**src/rtl/cpu_trace_pkg.sv**
```systemverilog
// Shared types and constants for the commit trace path between the core and the reference checker.
package cpu_trace_pkg;

    typedef struct packed {
        logic [31:0] pc;
        logic [31:0] instr;
        logic [31:0] rd;
        logic [31:0] rs;
        logic [31:0] rt;
    } trace_rec_t;

    typedef enum logic [1:0] {
        RUN,
        DRAIN,
        DONE
    } trc_state_e;

    localparam logic [31:0] TRC_HALT_INSTR = 32'h0000000c;
    localparam logic [31:0] TRC_HALT_V0    = 32'h0000000a;

endpackage

```
**src/rtl/trace_fifo.sv**
```systemverilog
// Synchronous FIFO of commit records with a registered head output.
module trace_fifo
    import cpu_trace_pkg::*;
#(
    parameter int DEPTH = 16,
    parameter int AW    = $clog2(DEPTH)
) (
    input  logic        clk,
    input  logic        reset,
    input  logic        push,
    input  trace_rec_t  din,
    input  logic        pop,
    output trace_rec_t  dout,
    output logic        full,
    output logic        empty,
    output logic [AW:0] level
);

    trace_rec_t   mem [DEPTH];
    trace_rec_t   head_q;
    logic [AW:0]  wr_ptr;
    logic [AW:0]  rd_ptr;
    logic [AW:0]  rd_nxt;
    logic         push_ok;
    logic         pop_ok;

    assign level   = wr_ptr - rd_ptr;
    assign empty   = (wr_ptr == rd_ptr);
    assign full    = (level == (AW + 1)'(DEPTH));
    assign pop_ok  = pop && !empty;
    // A pop frees the slot the push writes into, so full + push + pop is legal.
    assign push_ok = push && (!full || pop_ok);
    assign rd_nxt  = rd_ptr + {{AW{1'b0}}, pop_ok};
    assign dout    = head_q;

    always_ff @(posedge clk) begin
        if (push_ok) mem[wr_ptr[AW-1:0]] <= din;
    end

    // Head register reloads only when the head moves or the first record lands;
    // the incoming record is bypassed when it becomes the new head.
    always_ff @(posedge clk or posedge reset) begin
        if (reset) begin
            wr_ptr <= '0;
            rd_ptr <= '0;
            head_q <= '0;
        end else begin
            if (push_ok) wr_ptr <= wr_ptr + 1'b1;
            rd_ptr <= rd_nxt;
            if (pop_ok || (empty && push_ok))
                head_q <= (push_ok && rd_nxt == wr_ptr) ? din : mem[rd_nxt[AW-1:0]];
        end
    end

endmodule

```
**src/rtl/commit_trace_buffer.sv**
```systemverilog
// Buffers per-instruction commit records for the reference checker and detects the exit syscall.
module commit_trace_buffer
    import cpu_trace_pkg::*;
#(
    parameter int          DEPTH      = 16,
    parameter logic [31:0] HALT_INSTR = TRC_HALT_INSTR,
    parameter logic [31:0] HALT_V0    = TRC_HALT_V0,
    parameter int          LW         = $clog2(DEPTH) + 1
) (
    input  logic          clk,
    input  logic          reset,
    input  logic          cmt_valid,
    input  logic [31:0]   cmt_pc,
    input  logic [31:0]   cmt_instr,
    input  logic [31:0]   cmt_rd,
    input  logic [31:0]   cmt_rs,
    input  logic [31:0]   cmt_rt,
    input  logic [31:0]   cmt_v0,
    input  logic          trc_ready,
    output logic          trc_valid,
    output logic [159:0]  trc_rec,
    output logic [LW-1:0] level,
    output logic [31:0]   commit_count,
    output logic          overflow,
    output logic          halted
);

    trc_state_e state, state_nxt;
    trace_rec_t din, dout;
    logic       push_req;
    logic       pop;
    logic       is_halt;
    logic       full;
    logic       empty;

    assign push_req  = cmt_valid && (state == RUN);
    assign is_halt   = push_req && (cmt_instr == HALT_INSTR) && (cmt_v0 == HALT_V0);
    assign pop       = trc_valid && trc_ready;
    assign trc_valid = !empty;
    assign trc_rec   = dout;
    assign din       = '{pc: cmt_pc, instr: cmt_instr, rd: cmt_rd, rs: cmt_rs, rt: cmt_rt};

    trace_fifo #(.DEPTH(DEPTH)) u_fifo (
        .clk   (clk),
        .reset (reset),
        .push  (push_req),
        .din   (din),
        .pop   (trc_ready),
        .dout  (dout),
        .full  (full),
        .empty (empty),
        .level (level)
    );

    always_ff @(posedge clk or posedge reset) begin
        if (reset) state <= RUN;
        else       state <= state_nxt;
    end

    // Drain completes when the occupancy left after this cycle's pop is zero.
    always_comb begin
        state_nxt = state;
        case (state)
            RUN:     if (is_halt) state_nxt = DRAIN;
            DRAIN:   if (level == LW'(pop)) state_nxt = DONE;
            DONE:    state_nxt = DONE;
            default: state_nxt = RUN;
        endcase
    end

    always_ff @(posedge clk or posedge reset) begin
        if (reset) begin
            commit_count <= '0;
            overflow     <= 1'b0;
            halted       <= 1'b0;
        end else begin
            if (push_req && commit_count != '1) commit_count <= commit_count + 1'b1;
            if (push_req && full && !pop)        overflow     <= 1'b1;
            halted <= (state == DONE);
        end
    end

endmodule

```
**config.mk**
```make
export PLATFORM = sky130hd
export DESIGN_NAME = commit_trace_buffer
export DESIGN_NICKNAME = d
export VERILOG_FILES = /design/src/rtl/cpu_trace_pkg.sv /design/src/rtl/trace_fifo.sv /design/src/rtl/commit_trace_buffer.sv
export SDC_FILE = /design/constraint.sdc
export NUM_CORES = 2
export LEC_CHECK = 0
export BUFFER_PORTS_ARGS = -buffer_cell sky130_fd_sc_hd__buf_2
export CAP_MARGIN = 20
export CORE_UTILIZATION = 61
export CTS_CLUSTER_DIAMETER = 30
export DETAILED_ROUTE_END_ITERATION = 16
export PLACE_DENSITY = 0.83
export SETUP_SLACK_MARGIN = 0.15
export SYNTH_ARGS = -nofsm -noshare
export SYNTH_HDL_FRONTEND = slang
export SYNTH_SLANG_ARGS = --single-unit
```
**constraint.sdc**
```tcl
create_clock -name clk -period 38.4 [get_ports clk]
set_input_delay 0 -clock clk [delete_from_list [all_inputs] [get_ports clk]]
set_output_delay 0 -clock clk [all_outputs]
set_load 0.01 [all_outputs]
```
; ---- Word level (Yosys, flattened, before mapping)
; Memories as Yosys holds them, arrays and structs flattened.
; Cells that the tools add are included.
[classes]
addsub = 4
eq_ne = 11
n_mux = 6
n_reduce_logical = 17
[ops]
columns = cell, n
row1 = 160-bit 2-to-1 mux, 1
row2 = 32-bit by 4-bit == test with 1-bit output (second input constant), 2
row3 = 32-bit by 1-bit adder with 32-bit output (second input constant), 1
row4 = 32-bit inequality test (second input constant), 1
row5 = 5-bit == test, 2
row6 = 1-bit logical AND, 10
row7 = 2-bit case mux with 3 select lines, 1
row8 = 5-bit by 1-bit adder with 5-bit output, 1
row9 = 5-bit by 1-bit adder with 5-bit output (second input constant), 1
row10 = 5-bit by 1-bit == test with 1-bit output, 1
row11 = 5-bit == test (second input constant), 1
row12 = 5-bit subtractor, 1
row13 = 2-bit 2-to-1 mux, 2
row14 = 2-bit inequality test (second input constant), 2
row15 = 1-bit logical NOT, 3
row16 = 2-bit by 1-bit == test with 1-bit output (second input constant), 1
row17 = 2-bit == test (second input constant), 1
row18 = 2-bit logical NOT, 1
row19 = 1-bit logical OR, 2
row20 = 1-bit 2-to-1 mux, 2
row21 = 2-bit AND reduction, 1
[word_totals]
n_memories = 1
input_bits = 196
ram_bits = 2560
output_inout_bits = 200
reg_bits = 206
wordCells = 50
[memory_table]
columns = memory, words, width, read_ports, rd_ports_with_merged_regs, write_ports, line
row1 = u_fifo.mem, 16, 160, 1, 0, 1, trace_fifo.sv:19  ; trace_rec_t mem [DEPTH];

; ---- Logic depth before layout (Yosys ltp)
[logic_depth]
ltp_word = 7
depth_mapped = 16

; ---- Modules after synthesis
; From an unflattened synthesis, not the netlist that was laid out.
[hier_totals]
hier_cells = 4383
area_unflattened_um2 = 105834.0
[by_module_without_submodules]
columns = mod, cells_each, n_inst, area_per_inst_um2
row1 = trace_fifo, 4185, 1, 103823.3
row2 = commit_trace_buffer, 198, 1, 2010.7

; ---- Worst setup path after synthesis
; No wires, ideal clock.
[synth_path]
kind = register -> register
startpoint = reg u_fifo.wr_ptr[0]
endpoint = mem u_fifo.mem[0][0] (netlist bit), enable pin
period_less_slack_ns = 19.763
arrival_ns = 18.636
slack_ns = 18.637
path_stages_with_launch = 13
required_time_ns = 37.273
n_path_buf = 2
path_cell_list = dfrtp_1 > inv_1 > ha_1 > inv_1 > fa_1 > xor2_1 > nor3b_1 > mux2i_1 > or2_2 > buf_2 > buf_2 > nand2_1 > nor4b_1
[synth_between]
elab_chain_cells = 7
word_cells_on_any_way = 10
classes_between = add/sub: 1 / eq/ne: 2 / mux: 2 / reduce/logical: 5
[synth_rtl]
columns = element, line
row1 = from (decl), trace_fifo.sv:21  ; logic [AW:0] wr_ptr;
row2 = from (signal assigned), trace_fifo.sv:48  ; if (push_ok) wr_ptr <= wr_ptr + 1'b1;
row3 = 5-bit subtractor, trace_fifo.sv:27  ; assign level = wr_ptr - rd_ptr;
row4 = net level[2], commit_trace_buffer.sv:22  ; output logic [LW-1:0] level,
row5 = 5-bit == test, trace_fifo.sv:29  ; assign full = (level == (AW + 1)'(DEPTH));
row6 = 1-bit logical NOT, trace_fifo.sv:32  ; assign push_ok = push && (!full || pop_ok);
row7 = 1-bit logical OR, trace_fifo.sv:32
row8 = 1-bit logical AND, trace_fifo.sv:32
row9 = 1-bit 2-to-1 mux, trace_fifo.sv:37  ; if (push_ok) mem[wr_ptr[AW-1:0]] <= din;
row10 = 1-bit 2-to-1 mux (implied by the code), trace_fifo.sv:37
row11 = to (decl), trace_fifo.sv:19
; The timed path passes the listed nets, and every way through them passes these cells.

; ---- Worst setup path after layout
[layout_path]
startpoint = reg u_fifo.wr_ptr[3]
endpoint = reg u_fifo.head_q, in the netlist u_fifo.dout[53]
[layout_between]
elab_chain_cells = 7
word_cells_on_any_way = 15
classes_between = add/sub: 2 / eq/ne: 3 / mux: 1 / reduce/logical: 8 / memory: 1
[layout_rtl]
columns = element, line
row1 = 5-bit == test (*), trace_fifo.sv:28  ; assign empty = (wr_ptr == rd_ptr);
row2 = 1-bit logical NOT (*), trace_fifo.sv:30  ; assign pop_ok = pop && !empty;
row3 = 1-bit logical AND (*), trace_fifo.sv:30
row4 = 5-bit by 1-bit adder with 5-bit output (*), trace_fifo.sv:33  ; assign rd_nxt = rd_ptr + {{AW{1'b0}}, pop_ok};
row5 = net u_fifo.rd_nxt[0], trace_fifo.sv:23  ; logic [AW:0] rd_nxt;
row6 = "parallel branches: the longest is 2 deep, another holds memory 16 x 160 bit", -
row7 = 160-bit 2-to-1 mux (*), trace_fifo.sv:51  ; head_q <= (push_ok && rd_nxt == wr_ptr) ? din : mem[rd_nxt[AW-1:0]];
row8 = to (signal assigned), trace_fifo.sv:51
row9 = to (decl), trace_fifo.sv:20  ; trace_rec_t head_q;
; Mark *: on every way through the listed nets, which the timed path passes.
; A chain may end at the register's enable or synchronous reset.

==> key figures <==
GRT
  • Total GRT Usage: 0.387
  • Global route overflow: 0
  • Largest net degree at the start of global routing: between 150 and 200
  • First-pass GRT wire length: about 480 mm
  • Initial antenna violation count: 21
  • Number of global-route vias before repair: about 68000

Min path
  • Worst Hold Class: primary input to flop
  • Worst hold start: cmt_rd[9]
  • Hold path endpoint: u_fifo.mem[9][73]$_DFFE_PP_
  • Hold path cells: 2

Routing
  • Number of remaining DRC errors: 0
  • ANT nets after route: 0
  • Drt pass-1 iters: 7
  • Vias per cell: between 7 and 8
  • DRT iter0 DRCs: between 10000 and 15000
  • Detailed Route WL: about 340 mm
  • Routed via count: 65266
  • Routed wire per std cell: about 38 um

Place
  • Port Buffers: between 300 and 400
  • GP Congestion: ~0.78
  • Post-DP HPWL: 130 mm

Logic synthesis
  • Syn_area_per_cell: between 20 and 25 sq um
  • Leading area contributor after synthesis: edfxtp_1
  • Sequential-to-total area share from yosys stat: 0.767
  • Synthesized Nets: 5424
  • Post-synth top area share: 0.719
  • Synth top area cells: edfxtp_1 (72%), mux4_2 (13%), dfrtp_1 (4.8%), mux2i_1 (3.0%), nand2_1 (1.2%)
  • Main combinational cell family by area after synthesis: multiplexers
  • Number of synthesized register bits: roughly 2800
  • Compound-Gate Fraction of Synth Area: 0.0173
  • Post-Syn Area: about 110000 sq um
  • Fraction of the mapped netlist area in adder cells: 0.00183
  • Warnings, synthesis: 0
  • Post-synthesis cell type count: between 40 and 50
  • Synth Area in XOR/XNOR: 0.00397
  • FFs w/ async S/R, synth: 0.0745
  • Post-synthesis cell count: 5213
  • Post-synthesis mux area share: 0.165
  • Synth Flop Type: edfxtp_1
  • EDFF count, synth: 2560
  • Simple-gate area share of the yosys netlist: 0.0319

Setup path
  • R2r endpoint: u_fifo.dout[53]$_DFFE_PP0P_
  • Crit path DAT: around 8400 ps
  • Crit Path Class: flop to flop
  • Worst Reg-to-Reg Cells: 14
  • Flop-to-flop setup slack: 30790 ps
  • Crit start category: flop
  • CP endpoint kind: flop
  • Critical Path RT: about 40000 ps
  • RR Startpoint: u_fifo.wr_ptr[3]$_DFFE_PP0P_
  • Crit-path max FO: 46

Clock network
  • CTS tree: done
  • Post-CTS Setup Bufs: 0
  • # clock sinks: 2766
  • Worst-path clk slew: approximately 60 ps
  • H-tree levels: 5
  • CTS root buf: clkbuf_16
  • Clock Latency Late Sink: 1040 ps
  • CTS Buf Count: 462
  • CTS Buffer Depth: 4

Finish
  • FILL cells: between 8000 and 9000
  • Most frequent cells in the layout: edfxtp_1 (2560), mux4_2 (640), clkbuf_16 (464)
  • Commonest non-fill, non-tap cell in the layout: edfxtp_1
  • Multi-input gate area: about 24000 sq um
  • Layout Nets: 6489
  • Layout cells sized above 1: 0.288
  • Register area: approximately 82000 sq um
  • Synth-to-layout area growth: 22.9%

STA
  • Clock Skews: about 74 ps
  • Period minus WS final: between 7000 and 8000 ps
  • Rel. slew slack: 0.134
  • Worst Tran Pin Value: around 1300 ps
  • Setup Viol. Count Final: 0
  • RSZ-0062 raised after global routing: false
  • Final Hold Viols: 0
  • Final TNS setup: 0 ps
  • Ratio of final minimum period to clock period: 0.198
  • Fmax: 131 MHz
  • Max-slew violation count: 0

Floorplan
  • FP Rows: around 150
  • Io pins: around 400
  • Die ar.: about 180000 sq um
  • Core region area: 174000 sq um
  • Die W: 421 um
  • Starting Density: 0.614
  • Die Ht: roughly 420 um

Pwr
  • Leakage power: roughly 45 nW
  • Max VDD drop: around 120 uV
  • Design Power: 12.2 mW
  • Cell Pwr Density: 92.9 nW/um^2

Flow run
  • Maxcap violations: 0

Status
  • Status: finished, final reports clean
## report_power, final
part / internal [mW] / leakage (nW) / switching [mW]
clock: 2.67 / 7.54 / 1.59
sequential: 3.70 / 25.5 / 0.213
combinational: 1.64 / 12.4 / 2.39
total: 8.01 / 45.4 / 4.19
## what timing repair did
| item | in CTS | in global routing |
|---|---|---|
| hold endpoints to repair | 2862 | 15 |
| gates resized for setup | 0 | 0 |
| hold buffers | 413 | 2 |
## logic make-up (layout without fill, tap and decap cells)
logic type	Yosys count	after routing
AO/OA/AOI/OAI	326	326
AND/OR/NAND/NOR	780	780
XOR/XNOR	46	46
multiplexers	963	963
flip-flops	2766	2766
adder cells (fa/ha/maj)	15	15
other	0	14
buffers and inverters	317	1772
## per-layer routing
layer | up-vias | wire length [um] | GRT usage
met3 | 1627 | 45700 | 0.0948
met1 | 32432 | 105000 | 0.466
met5 | - | 138 | 0
li1 | 23657 | - | -
met4 | 20 | 26100 | 0.284
met2 | 7530 | 166000 | 0.613
## worst max path at each step
stage                                             from                           to  slack (ps)  depth (start not counted)
after floorplan           u_fifo.wr_ptr[0]$_DFFE_PP0P_   u_fifo.mem[0][0]$_DFFE_PP_       18640                         12
after global placement    u_fifo.wr_ptr[3]$_DFFE_PP0P_  u_fifo.dout[50]$_DFFE_PP0P_       31290                         14
after detailed placement  u_fifo.wr_ptr[3]$_DFFE_PP0P_  u_fifo.dout[52]$_DFFE_PP0P_       31080                         14
after CTS                 u_fifo.wr_ptr[3]$_DFFE_PP0P_  u_fifo.dout[53]$_DFFE_PP0P_       30830                         14
after global routing      u_fifo.wr_ptr[3]$_DFFE_PP0P_  u_fifo.dout[53]$_DFFE_PP0P_       30250                         14
final                     u_fifo.wr_ptr[3]$_DFFE_PP0P_  u_fifo.dout[53]$_DFFE_PP0P_       30790                         14
## critical path, cell delays in order, from the launching register on
cell and delay [ps]:
dfrtp_1 620, ha_1 540, nand4_1 180, o21ai_1 500, inv_1 160, ha_4 950, buf_4 770, buf_4 720
buf_4 820, buf_4 840, mux4_2 610, mux2i_1 220, nand2_1 100, nand3_1 170, a21oi_1 110
## synth_stat cells (all sizes together) (14+ instances only)
| library cell | number |
|---|---|
| and3 | 14 |
| mux4 | 640 |
| nand2 | 334 |
| nor2 | 176 |
| ha | 14 |
| dfrtp | 206 |
| nand4 | 17 |
| xor2 | 16 |
| xnor2 | 29 |
| edfxtp | 2560 |
| a21oi | 157 |
| nor4 | 15 |
| mux2i | 321 |
| a31oi | 161 |
| buf | 136 |
| nand3 | 189 |
| clkbuf | 168 |
## through the flow
step / instances / setup slack, ps / instance area [sq um] / hold WS (ps) / utilization
detailed placement: 7723 / 31080 / 111000 / 84.0 / 0.641
global placement: 7723 / 31290 / 111000 / 82.2 / 0.641
global route: 9004 / 30250 / 131000 / 12.7 / 0.755
finish: 9007 / 30790 / 131000 / 23.1 / 0.755
CTS: 8990 / 30830 / 131000 / 1.58 / 0.755
floorplan: 5213 / 18640 / 107000 / 98.9 / -
## area by class of cell
class,count,share of cell area
Clock inverter,307,0.0273
Antenna cell,14,0.000267
Timing Repair Buffer,905,0.0532
Multi-Input combinational cell,2130,0.180
Inverter,13,0.000486
Clock buffer,547,0.0922
Tap cell,2325,0.0221
Sequential cell,2766,0.624
## flip-flops by register name, summed over array words and instances (netlist names)
signal,cells
state,2
overflow,1
halted,1
u_fifo.wr_ptr,5
u_fifo.dout,160
u_fifo.rd_ptr,5
commit_count,32
u_fifo.mem,2560
No activity file was read; power rests on OpenSTA's default activity.
